[src/rtl/vga_mode_seq.sv]
// vga_mode_seq: sequences VGA mode switches (vsync-aligned quiesce, timing-generator reset, pixel-clock reselect, settle, first-frame blanking); optional switch counter under VGA_MODE_SEQ_STATUS_EN
module vga_mode_seq #(
    parameter int SETTLE_CYCLES = 1024,
    parameter int RST_CYCLES    = 4,
    parameter int VSYNC_TIMEOUT = 2000000
) (
    input  logic       clk,
    input  logic       reset_n,
    input  logic       mode_req_valid,
    input  logic [1:0] mode_req,
    output logic       mode_req_ready,
    input  logic       vsync_in,
    output logic       tg_reset_n,
    output logic       tg_enable,
    output logic [1:0] clk_sel,
    output logic       blank_force,
    output logic [1:0] mode_cur,
    output logic       busy,
    output logic       err_bad_mode,
    output logic       timeout,
    output logic [7:0] switch_count
);
    typedef enum logic [2:0] {BOOT, RUN, WAIT_VS, QUIESCE, HOLD_RST, SETTLE, START, FIRST_FRAME} state_t;
    localparam int RW = (RST_CYCLES > 1) ? $clog2(RST_CYCLES) : 1;
    localparam int SW = (SETTLE_CYCLES > 1) ? $clog2(SETTLE_CYCLES) : 1;
    localparam int TW = (VSYNC_TIMEOUT > 1) ? $clog2(VSYNC_TIMEOUT) : 1;
    localparam logic [RW-1:0] RST_LD = RW'(RST_CYCLES - 1);
    localparam logic [SW-1:0] SET_LD = SW'(SETTLE_CYCLES - 1);
    localparam logic [TW-1:0] TO_LD  = TW'(VSYNC_TIMEOUT - 1);

    state_t        state_q, state_d;
    logic [RW-1:0] rst_cnt_q, rst_cnt_d;
    logic [SW-1:0] set_cnt_q, set_cnt_d;
    logic [TW-1:0] to_cnt_q, to_cnt_d;
    logic [1:0]    tgt_q, tgt_d, sel_q, sel_d;
    logic          err_q, err_d, to_q, to_d;
    logic [2:0]    vs_q;
    logic          vs_fall, accept;

    assign vs_fall        = vs_q[2] & ~vs_q[1];
    assign mode_req_ready = state_q == RUN;
    assign accept         = mode_req_valid & mode_req_ready;
    assign busy           = state_q != RUN;
    assign tg_reset_n     = !(state_q inside {BOOT, HOLD_RST, SETTLE});
    assign tg_enable      = state_q inside {RUN, WAIT_VS, START, FIRST_FRAME};
    assign blank_force    = !(state_q inside {RUN, WAIT_VS});
    assign clk_sel        = sel_q;
    assign mode_cur       = sel_q;
    assign err_bad_mode   = err_q;
    assign timeout        = to_q;

    // State, counters, target/active mode, pulse flags and vsync synchroniser (prev bit for edge detect)
    always_ff @(posedge clk) begin
        if (!reset_n) begin
            state_q   <= BOOT;
            rst_cnt_q <= RST_LD;
            set_cnt_q <= '0;
            to_cnt_q  <= '0;
            tgt_q     <= 2'b00;
            sel_q     <= 2'b00;
            err_q     <= 1'b0;
            to_q      <= 1'b0;
            vs_q      <= 3'b111;
        end else begin
            state_q   <= state_d;
            rst_cnt_q <= rst_cnt_d;
            set_cnt_q <= set_cnt_d;
            to_cnt_q  <= to_cnt_d;
            tgt_q     <= tgt_d;
            sel_q     <= sel_d;
            err_q     <= err_d;
            to_q      <= to_d;
            vs_q      <= {vs_q[1:0], vsync_in};
        end
    end

    // Next-state logic; the clock mux only moves while the timing generator is held in reset
    always_comb begin
        state_d   = state_q;
        rst_cnt_d = rst_cnt_q;
        set_cnt_d = set_cnt_q;
        to_cnt_d  = to_cnt_q;
        tgt_d     = tgt_q;
        sel_d     = sel_q;
        err_d     = 1'b0;
        to_d      = 1'b0;
        case (state_q)
            BOOT, HOLD_RST: begin
                if (rst_cnt_q == '0) begin
                    state_d   = SETTLE;
                    set_cnt_d = SET_LD;
                    sel_d     = tgt_q;
                end else rst_cnt_d = rst_cnt_q - RW'(1);
            end
            SETTLE: begin
                if (set_cnt_q == '0) state_d = START;
                else set_cnt_d = set_cnt_q - SW'(1);
            end
            START: begin
                state_d  = FIRST_FRAME;
                to_cnt_d = TO_LD;
            end
            RUN: begin
                if (accept && mode_req == 2'b11) err_d = 1'b1;
                else if (accept && mode_req != sel_q) begin
                    tgt_d    = mode_req;
                    state_d  = WAIT_VS;
                    to_cnt_d = TO_LD;
                end
            end
            WAIT_VS, FIRST_FRAME: begin
                if (vs_fall || to_cnt_q == '0) begin
                    state_d = (state_q == WAIT_VS) ? QUIESCE : RUN;
                    to_d    = !vs_fall;
                end else to_cnt_d = to_cnt_q - TW'(1);
            end
            QUIESCE: begin
                state_d   = HOLD_RST;
                rst_cnt_d = RST_LD;
            end
            default: state_d = BOOT;
        endcase
    end

`ifdef VGA_MODE_SEQ_STATUS_EN
    logic [7:0] cnt_q, cnt_d;
    logic       sw_q, sw_d;
    assign sw_d = (state_q == RUN && state_d == WAIT_VS) ? 1'b1 :
                  (state_q == FIRST_FRAME && state_d == RUN) ? 1'b0 : sw_q;
    assign cnt_d = (state_q == FIRST_FRAME && state_d == RUN && sw_q) ? cnt_q + 8'd1 : cnt_q;
    assign switch_count = cnt_q;

    // Counts completed switches; boot completions are excluded via sw_q
    always_ff @(posedge clk) begin
        if (!reset_n) begin
            cnt_q <= 8'd0;
            sw_q  <= 1'b0;
        end else begin
            cnt_q <= cnt_d;
            sw_q  <= sw_d;
        end
    end
`else
    assign switch_count = 8'd0;
`endif
endmodule

[config.mk]
export PLATFORM = sky130hd
export DESIGN_NAME = vga_mode_seq
export DESIGN_NICKNAME = d
export VERILOG_FILES = /design/src/rtl/vga_mode_seq.sv
export SDC_FILE = /design/constraint.sdc
export NUM_CORES = 1
export LEC_CHECK = 0
export BUFFER_PORTS_ARGS = -buffer_cell sky130_fd_sc_hd__clkbuf_2
export CAP_MARGIN = 0
export CORE_UTILIZATION = 60
export CTS_CLUSTER_SIZE = 24
export DETAILED_ROUTE_END_ITERATION = 10
export PLACE_DENSITY = 0.81
export SYNTH_ARGS = -nofsm -noshare
export SYNTH_HDL_FRONTEND = slang
export SYNTH_SLANG_ARGS = --single-unit
export TNS_END_PERCENT = 20
[constraint.sdc]
create_clock -name clk -period 3.3 [get_ports clk]
set_input_delay 0.165 -clock clk [delete_from_list [all_inputs] [get_ports clk]]
set_output_delay 0.165 -clock clk [all_outputs]
set_load 0.02 [all_outputs]
==> results of run 1 <==
-- kinds of logic after synthesis --
logic type               share of synthesized area (%)
AO/OA/AOI/OAI                                     13.6
XOR/XNOR                                          8.74
adder cells (fa/ha/maj)                           4.99
buffers and inverters                             7.04
flip-flops                                        35.9
multiplexers                                      1.70
other                                            0.150
AND/OR/NAND/NOR                                   27.8
-- cells in the mapped netlist (all sizes together) (3+ instances only) --
cell / count / area (um^2)
nor4: 4 / 37.5
and2: 3 / 18.8
nand4: 9 / 62.6
inv: 14 / 52.6
a21oi: 25 / 129
o21ai: 12 / 60.1
nand2: 16 / 60.1
nor2: 29 / 109
nand2b: 10 / 62.6
or4: 4 / 30.0
dfxtp: 45 / 901
nand3: 17 / 85.1
xor2: 25 / 219
nand4b: 4 / 35.0
ha: 10 / 125
clkbuf: 5 / 18.8
nor3: 10 / 55.1
o21a: 3 / 22.5
buf: 15 / 105
nor2b: 4 / 32.5
mux2i: 3 / 42.5
-- report_power, final --
| part | total [mW] | switching, mW | internal [mW] |
|---|---|---|---|
| Sequential | 0.822 | 0.141 | 0.682 |
| Clock | 0.420 | 0.192 | 0.227 |
| Combinational | 1.26 | 0.755 | 0.500 |
| Total | 2.50 | 1.09 | 1.41 |
-- stage by stage --
step	power, mW	area [um^2]	instances	hold WS (ps)
CTS	2.49	2660	355	28.3
global route	2.70	2660	355	32.8
floorplan	1.83	2530	301	266
detailed placement	2.06	2550	347	355
global placement	2.03	2550	347	352
finish	2.50	2660	355	42.2
-- flip-flops by register name, indices dropped and copies added, names as in the netlist --
signal / count
vs_q: 3
tgt_q: 2
rst_cnt_q: 2
err_bad_mode: 1
state_q: 3
timeout: 1
set_cnt_q: 10
clk_sel: 2
to_cnt_q: 21
-- cell type report --
type                       instances  area (um^2)
sequential                        45          901
fill                             333         1340
tap                               50         62.6
inverter                          14         52.6
timing repair buffer              16         80.1
clock buffer                       6         72.6
multi-input combinational        222         1460
clock inverter                     2         38.8
-- final timing paths --
path	start	end	slack [ps]	cells past startpoint
min reg2reg	vs_q[0]$_SDFF_PN1_	vs_q[1]$_SDFF_PN1_	420	1
min	vsync_in	vs_q[0]$_SDFF_PN1_	40	2
max	state_q[0]$_SDFFE_PN0P_	to_cnt_q[19]$_SDFFE_PN0P_	690	8
max reg2reg	state_q[0]$_SDFFE_PN0P_	to_cnt_q[19]$_SDFFE_PN0P_	690	8
-- layer usage --
layer  up-vias  routed length, um  track usage, %
li1       1034                  -               -
met1       949               2260            31.5
met2        65               2200            36.5
met3         8                257            4.79
met4         0                 80            14.4
met5         -                  0               0
-- worst register-to-register path, delay by kind of cell, from the launching register on --
kind / cells / cell delay [ps]
flops: 1 / 380
mux: 1 / 250
buf+inv: 1 / 100
fa+ha+maj: 1 / 280
simple gates: 3 / 780
compound gates: 2 / 750
==> results by group, run 1 <==
Status
  – Status: completed

Synth
  – Main synth FF type: dfxtp_1
  – Mean Syn Cell Area: 8.52 um^2
  – Netlist cell types: 53
  – Post-Syn Area: 2510 um^2
  – EDFF count, synth: 0
  – Post-synthesis instance total: 294
  – YS warnings: 0
  – Post-synthesis async set-or-reset flop share: 0%
  – #FFs+latches synth: 45
  – Sequential share of the synthesized area: 35.9%

Critical path
  – Worst path slowest cell: a21oi_2
  – Max stage delay on crit path: 570 ps
  – Bufs and invs on worst path: 1
  – WP data arrival: 2850 ps
  – Critical path required time: 3530 ps
  – Crit path cell chain: inv_1, ha_1, mux2i_4, nor3_1, a21oi_2, nand4_2, or4_1, a31oi_1
  – Worst-path maximum fanout: 17
  – Crit path kind: register to register
  – Worst setup SP type: register
  – Worst setup EP type: register
  – Delay-heaviest family, CP: simple AND/OR/NAND/NOR gates

Timing
  – Final Hold Viols: 0
  – Slack of the critical path: 688 ps
  – Slew headroom: 50.7%
  – Setup TNS: 0 ps
  – Final Max Tran Viols: 0
  – Final setup vio count: 0
  – Tmin final: 2610 ps
  – Least-Margin Pin Slew: 739 ps
  – Tcrit/Tclk final: 79.1%
  – F_max: 383 MHz
  – Clk_skew: 11.9 ps
  – RSZ-0062 raised after global routing: no

Clock tree
  – Root buf cell: clkbuf_8
  – Post-cts resize count: 0
  – Sink Count: 45
  – CTS tree: yes
  – Clk slew on worst S/H paths: 90 ps
  – Worst-skew pair later-pin latency: 310 ps
  – CTS max path bufs: 2
  – Setup Fix Bufs, Post-CTS: 0
  – Cts bufs inserted: 5
  – Post-CTS Hold Fix Bufs: 0
  – H-tree depth: 2

Place
  – Hpwl dp: 3340 um
  – GPL Wtd Cong: 0.841
  – PortBufs: 16
  – Post-Place Setup Slack: 731 ps

Floorplanning
  – Die width: 66.6 um
  – Die H: 66.6 um
  – Core region area: 4000 um^2
  – Die area: 4440 um^2
  – IO Pins: 25
  – Initial core utilization: 62.7%
  – Cell Rows: 23

Global routing
  – Global-route wire length before repair: 8140 um
  – Antenna violations before repair: 0
  – Grt ovf: 0
  – Global Route Usage Sum: 24.2%
  – Largest net degree at the start of global routing: 25
  – Vias in the first global route: 1,849

Route
  – First-pass detailed-route iteration total: 4
  – Routed via count: 2,056
  – 1st-iter DRT viols: 192
  – DR vias/cell: 5.79
  – Antenna-violating nets left: 0
  – DRC: 0
  – DR WL/cell: 13.5 um
  – Drt total wl: 4810 um

Worst hold path
  – Hold/Removal Path Class: primary input to register

Power
  – Leakage: 1.08 nW
  – Pwr dens: 938 nW/um^2
  – Peak supply drop: 0.554 mV

Final layout
  – Layout cells sized above 1: 11.8%
  – ANT cells: 0
  – Area grow syn2layout: 6.24%
  – Most frequent cells in the layout: dfxtp_1, nor2_1, xor2_1
  – Layout Nets: 320
  – Leading cell type in the layout, fill and taps excluded: dfxtp_1
  – Util after Layout: 66.6%

Run
  – Max_cap viols: 0
(Power assumes the default switching activity.)
==> run 2, diff against run 1 <==
- ABC_AREA: not set -> 1
- PLACE_DENSITY: 0.81 -> 0.8
- clock period: 3.3 -> 2.67 ns (I/O delays scaled with it)
==> run 2 against run 1 <==
Compared with the run above:
- the flow now finishes with violations (DRC)
- final cell count up 37%
- register-to-register slack worse by 50 ps
- critical path depth unchanged
- routed wire length up 22%
- worst setup slack worse by 54 ps
- fmax up 28%
- via count up 24%
- first-iteration DRC count up 21%
- total power up 55%
- core utilization down 0.60 points
- largest power group unchanged
==> results by group, run 2 <==
Status
  – Status: finished with violations (was completed)
  – Failing checks: DRC

Synth
  – Post-synthesis instance total: 424 (was 294)
  – Synth top area share: 32.0% (was 35.9%)
  – Synth top cells by count: nand2_1, nor2_1, dfxtp_1 (was dfxtp_1, nor2_1, xor2_1)
  – #FFs+latches synth: 45 (unchanged)
  – Sequential share of the synthesized area: 32.0% (was 35.9%)
  – YS warnings: 0 (unchanged)
  – Post-synthesis async set-or-reset flop share: 0% (unchanged)
  – Area leader, netlist: dfxtp_1 (unchanged)
  – EDFF count, synth: 0 (unchanged)
  – Top-count cell post-synth: nand2_1 (was dfxtp_1)
  – Mean Syn Cell Area: 6.64 um^2 (was 8.52 um^2)
  – Netlist cell types: 32 (was 53)
  – Top cells by area, synth: dfxtp_1, nand2_1, nor2_1, nand3_1, a21oi_1 (was dfxtp_1, xor2_1, ha_1, a21oi_1, nor2_1)
  – Post-Syn Area: 2810 um^2 (was 2510 um^2)
  – Main synth FF type: dfxtp_1 (unchanged)

Final layout
  – Leading cell type in the layout, fill and taps excluded: nand2_1 (was dfxtp_1)
  – Post-Layout Inst Area: 2930 um^2 (was 2660 um^2)
  – Largest register by flop count: to_cnt_q (unchanged)
  – Number of fill cells in the layout: 405 (was 333)
  – Max FFs per register: 21 (unchanged)
  – Biggest regs: to_cnt_q: 21 flops, set_cnt_q: 10 flops (unchanged)
  – Area grow syn2layout: 4.18% (was 6.24%)
  – Util after Layout: 66.0% (was 66.6%)
  – Most frequent cells in the layout: nand2_1, nor2_1, dfxtp_1 (was dfxtp_1, nor2_1, xor2_1)
  – ANT cells: 0 (unchanged)
  – Layout Nets: 451 (was 320)
  – Layout cells sized above 1: 12.2% (was 11.8%)

Clock tree
  – Post-cts resize count: 0 (unchanged)
  – Post-CTS Hold Fix Bufs: 0 (unchanged)
  – CTS max path bufs: 2 (unchanged)
  – Clk slew on worst S/H paths: 80 ps (was 90 ps)
  – Sink Count: 45 (unchanged)
  – Setup Fix Bufs, Post-CTS: 0 (unchanged)
  – Worst-skew pair later-pin latency: 300 ps (was 310 ps)
  – Root buf cell: clkbuf_8 (unchanged)
  – H-tree depth: 2 (unchanged)
  – Cts bufs inserted: 5 (unchanged)
  – CTS tree: yes (unchanged)

Critical path
  – Crit path kind: register to register (unchanged)
  – WP data arrival: 2240 ps (was 2850 ps)
  – Worst path slowest cell: dfxtp_1 (was a21oi_2)
  – Delay-heaviest family, CP: compound AO/OA/AOI/OAI gates (was simple AND/OR/NAND/NOR gates)
  – WP depth: 8 (unchanged)
  – Crit path cell chain: inv_1, ha_1, a21oi_4, inv_2, nand2_4, nand2_4, o21ai_0, nor2_1 (was inv_1, ha_1, mux2i_4, nor3_1, a21oi_2, nand4_2, or4_1, a31oi_1)
  – Worst setup EP type: register (unchanged)
  – Worst-path maximum fanout: 22 (was 17)
  – FF-to-FF path depth: 8 (unchanged)
  – Critical path required time: 2870 ps (was 3530 ps)
  – Worst path most repeated cell: nand2_4
  – Bufs and invs on worst path: 2 (was 1)
  – Max stage delay on crit path: 390 ps (was 570 ps)
  – Worst setup SP type: register (unchanged)

Place
  – GPL Wtd Cong: 0.960 (was 0.841)
  – PortBufs: 16 (unchanged)
  – Placed Instance Area: 2850 um^2 (was 2550 um^2)
  – Hpwl dp: 4380 um (was 3340 um)

Route
  – Drt total wl: 5860 um (was 4810 um)
  – DR WL/cell: 12.0 um (was 13.5 um)
  – First-pass detailed-route iteration total: 8 (was 4)
  – DRC: 3 (was 0)
  – 1st-iter DRT viols: 233 (was 192)
  – Routed via count: 2,553 (was 2,056)
  – Antenna-violating nets left: 0 (unchanged)
  – DR vias/cell: 5.23 (was 5.79)

Floorplanning
  – IO Pins: 25 (unchanged)
  – Initial core utilization: 63.3% (was 62.7%)
  – Die width: 70.5 um (was 66.6 um)
  – Cell Rows: 24 (was 23)
  – Core region area: 4440 um^2 (was 4000 um^2)
  – Die H: 70.5 um (was 66.6 um)
  – Die area: 4970 um^2 (was 4440 um^2)

Global routing
  – Antenna violations before repair: 0 (unchanged)
  – Global-route wire length before repair: 10,100 um (was 8140 um)
  – Grt ovf: 0 (unchanged)
  – Largest net degree at the start of global routing: 23 (was 25)
  – Vias in the first global route: 2,194 (was 1,849)
  – Global Route Usage Sum: 25.3% (was 24.2%)

Timing
  – Final Hold Viols: 0 (unchanged)
  – Min Hold Slack: 20.9 ps (was 42.2 ps)
  – Tmin final: 2040 ps (was 2610 ps)
  – Setup TNS: 0 ps (unchanged)
  – Final Max Tran Viols: 0 (unchanged)
  – F_max: 491 MHz (was 383 MHz)
  – Clk_skew: 2.96 ps (was 11.9 ps)
  – RSZ-0062 raised after global routing: no (unchanged)
  – Final setup vio count: 0 (unchanged)
  – Tcrit/Tclk final: 76.3% (was 79.1%)

Worst hold path
  – Hold/Removal Path Class: primary input to register (unchanged)
  – Hold Path Depth: 2 (unchanged)

Power
  – Pwr dens: 1320 nW/um^2 (was 938 nW/um^2)
  – Peak supply drop: 0.917 mV (was 0.554 mV)
  – Leakage: 1.39 nW (was 1.08 nW)

Run
  – Max_cap viols: 0 (unchanged)
==> run 2: cell count changes after synthesis, moves of 11 or more <==
cell and delta:
xor2_1 -17, nand3_1 +19, a21oi_1 +11, inv_1 +17, nand2_1 +95, nor2_1 +33
==> run 2: path summary, 6_finish.rpt <==
check	start	to	slack, ps
worst max register to register	state_q[0]$_SDFFE_PN0P_	to_cnt_q[0]$_SDFFE_PN0P_	630
worst min register to register	vs_q[0]$_SDFF_PN1_	vs_q[1]$_SDFF_PN1_	420
worst min-delay path	vsync_in	vs_q[0]$_SDFF_PN1_	20
worst max-delay path	state_q[0]$_SDFFE_PN0P_	to_cnt_q[0]$_SDFFE_PN0P_	630
==> run 2: logic make-up after synthesis <==
logic type / synth area share, %
other cells: 0.133
compound gates: 11.9
buf+inv: 10.1
simple gates: 36.7
xor+xnor: 4.67
fa+ha+maj: 4.45
flops: 32.0
==> run 2: layer usage <==
metal | global-route usage, % | up-vias | wire, um
met5 | 0 | - | 0
met4 | 7.48 | 0 | 63
met3 | 4.33 | 5 | 285
met2 | 38.5 | 66 | 2500
met1 | 36.5 | 1125 | 3010
li1 | - | 1357 | -
==> run 2: worst reg2reg max path, cell delays in order (launching register included) <==
cell and delay [ps]:
dfxtp_1 390, inv_1 100, ha_1 280, a21oi_4 320, inv_2 220, nand2_4 200, nand2_4 180, o21ai_0 200
nor2_1 50
==> run 2: layout make-up <==
class	instances	area, um^2	share of cell area (%)
flip-flops and latches	45	901	30.7
multi-input cells	329	1660	56.5
repair buffers	17	87.6	2.99
clock inverters	2	10.0	0.341
well taps	52	65.1	2.22
inverters	37	140	4.78
clock buffers	6	72.6	2.48
==> run 2: report_power, final <==
| part | total, mW | internal (mW) | switching [mW] |
|---|---|---|---|
| logic | 2.42 | 0.904 | 1.52 |
| clock network | 0.418 | 0.182 | 0.236 |
| registers | 1.02 | 0.840 | 0.176 |
==> run 2: per-stage QoR <==
| step | power [mW] | setup WS [ps] | instances |
|---|---|---|---|
| after floorplan | 3.03 | 906 | 431 |
| after global placement | 3.36 | 717 | 480 |
| after detailed placement | 3.41 | 624 | 480 |
| after CTS | 3.85 | 620 | 488 |
| after global routing | 4.23 | 400 | 488 |
| final | 3.86 | 634 | 488 |
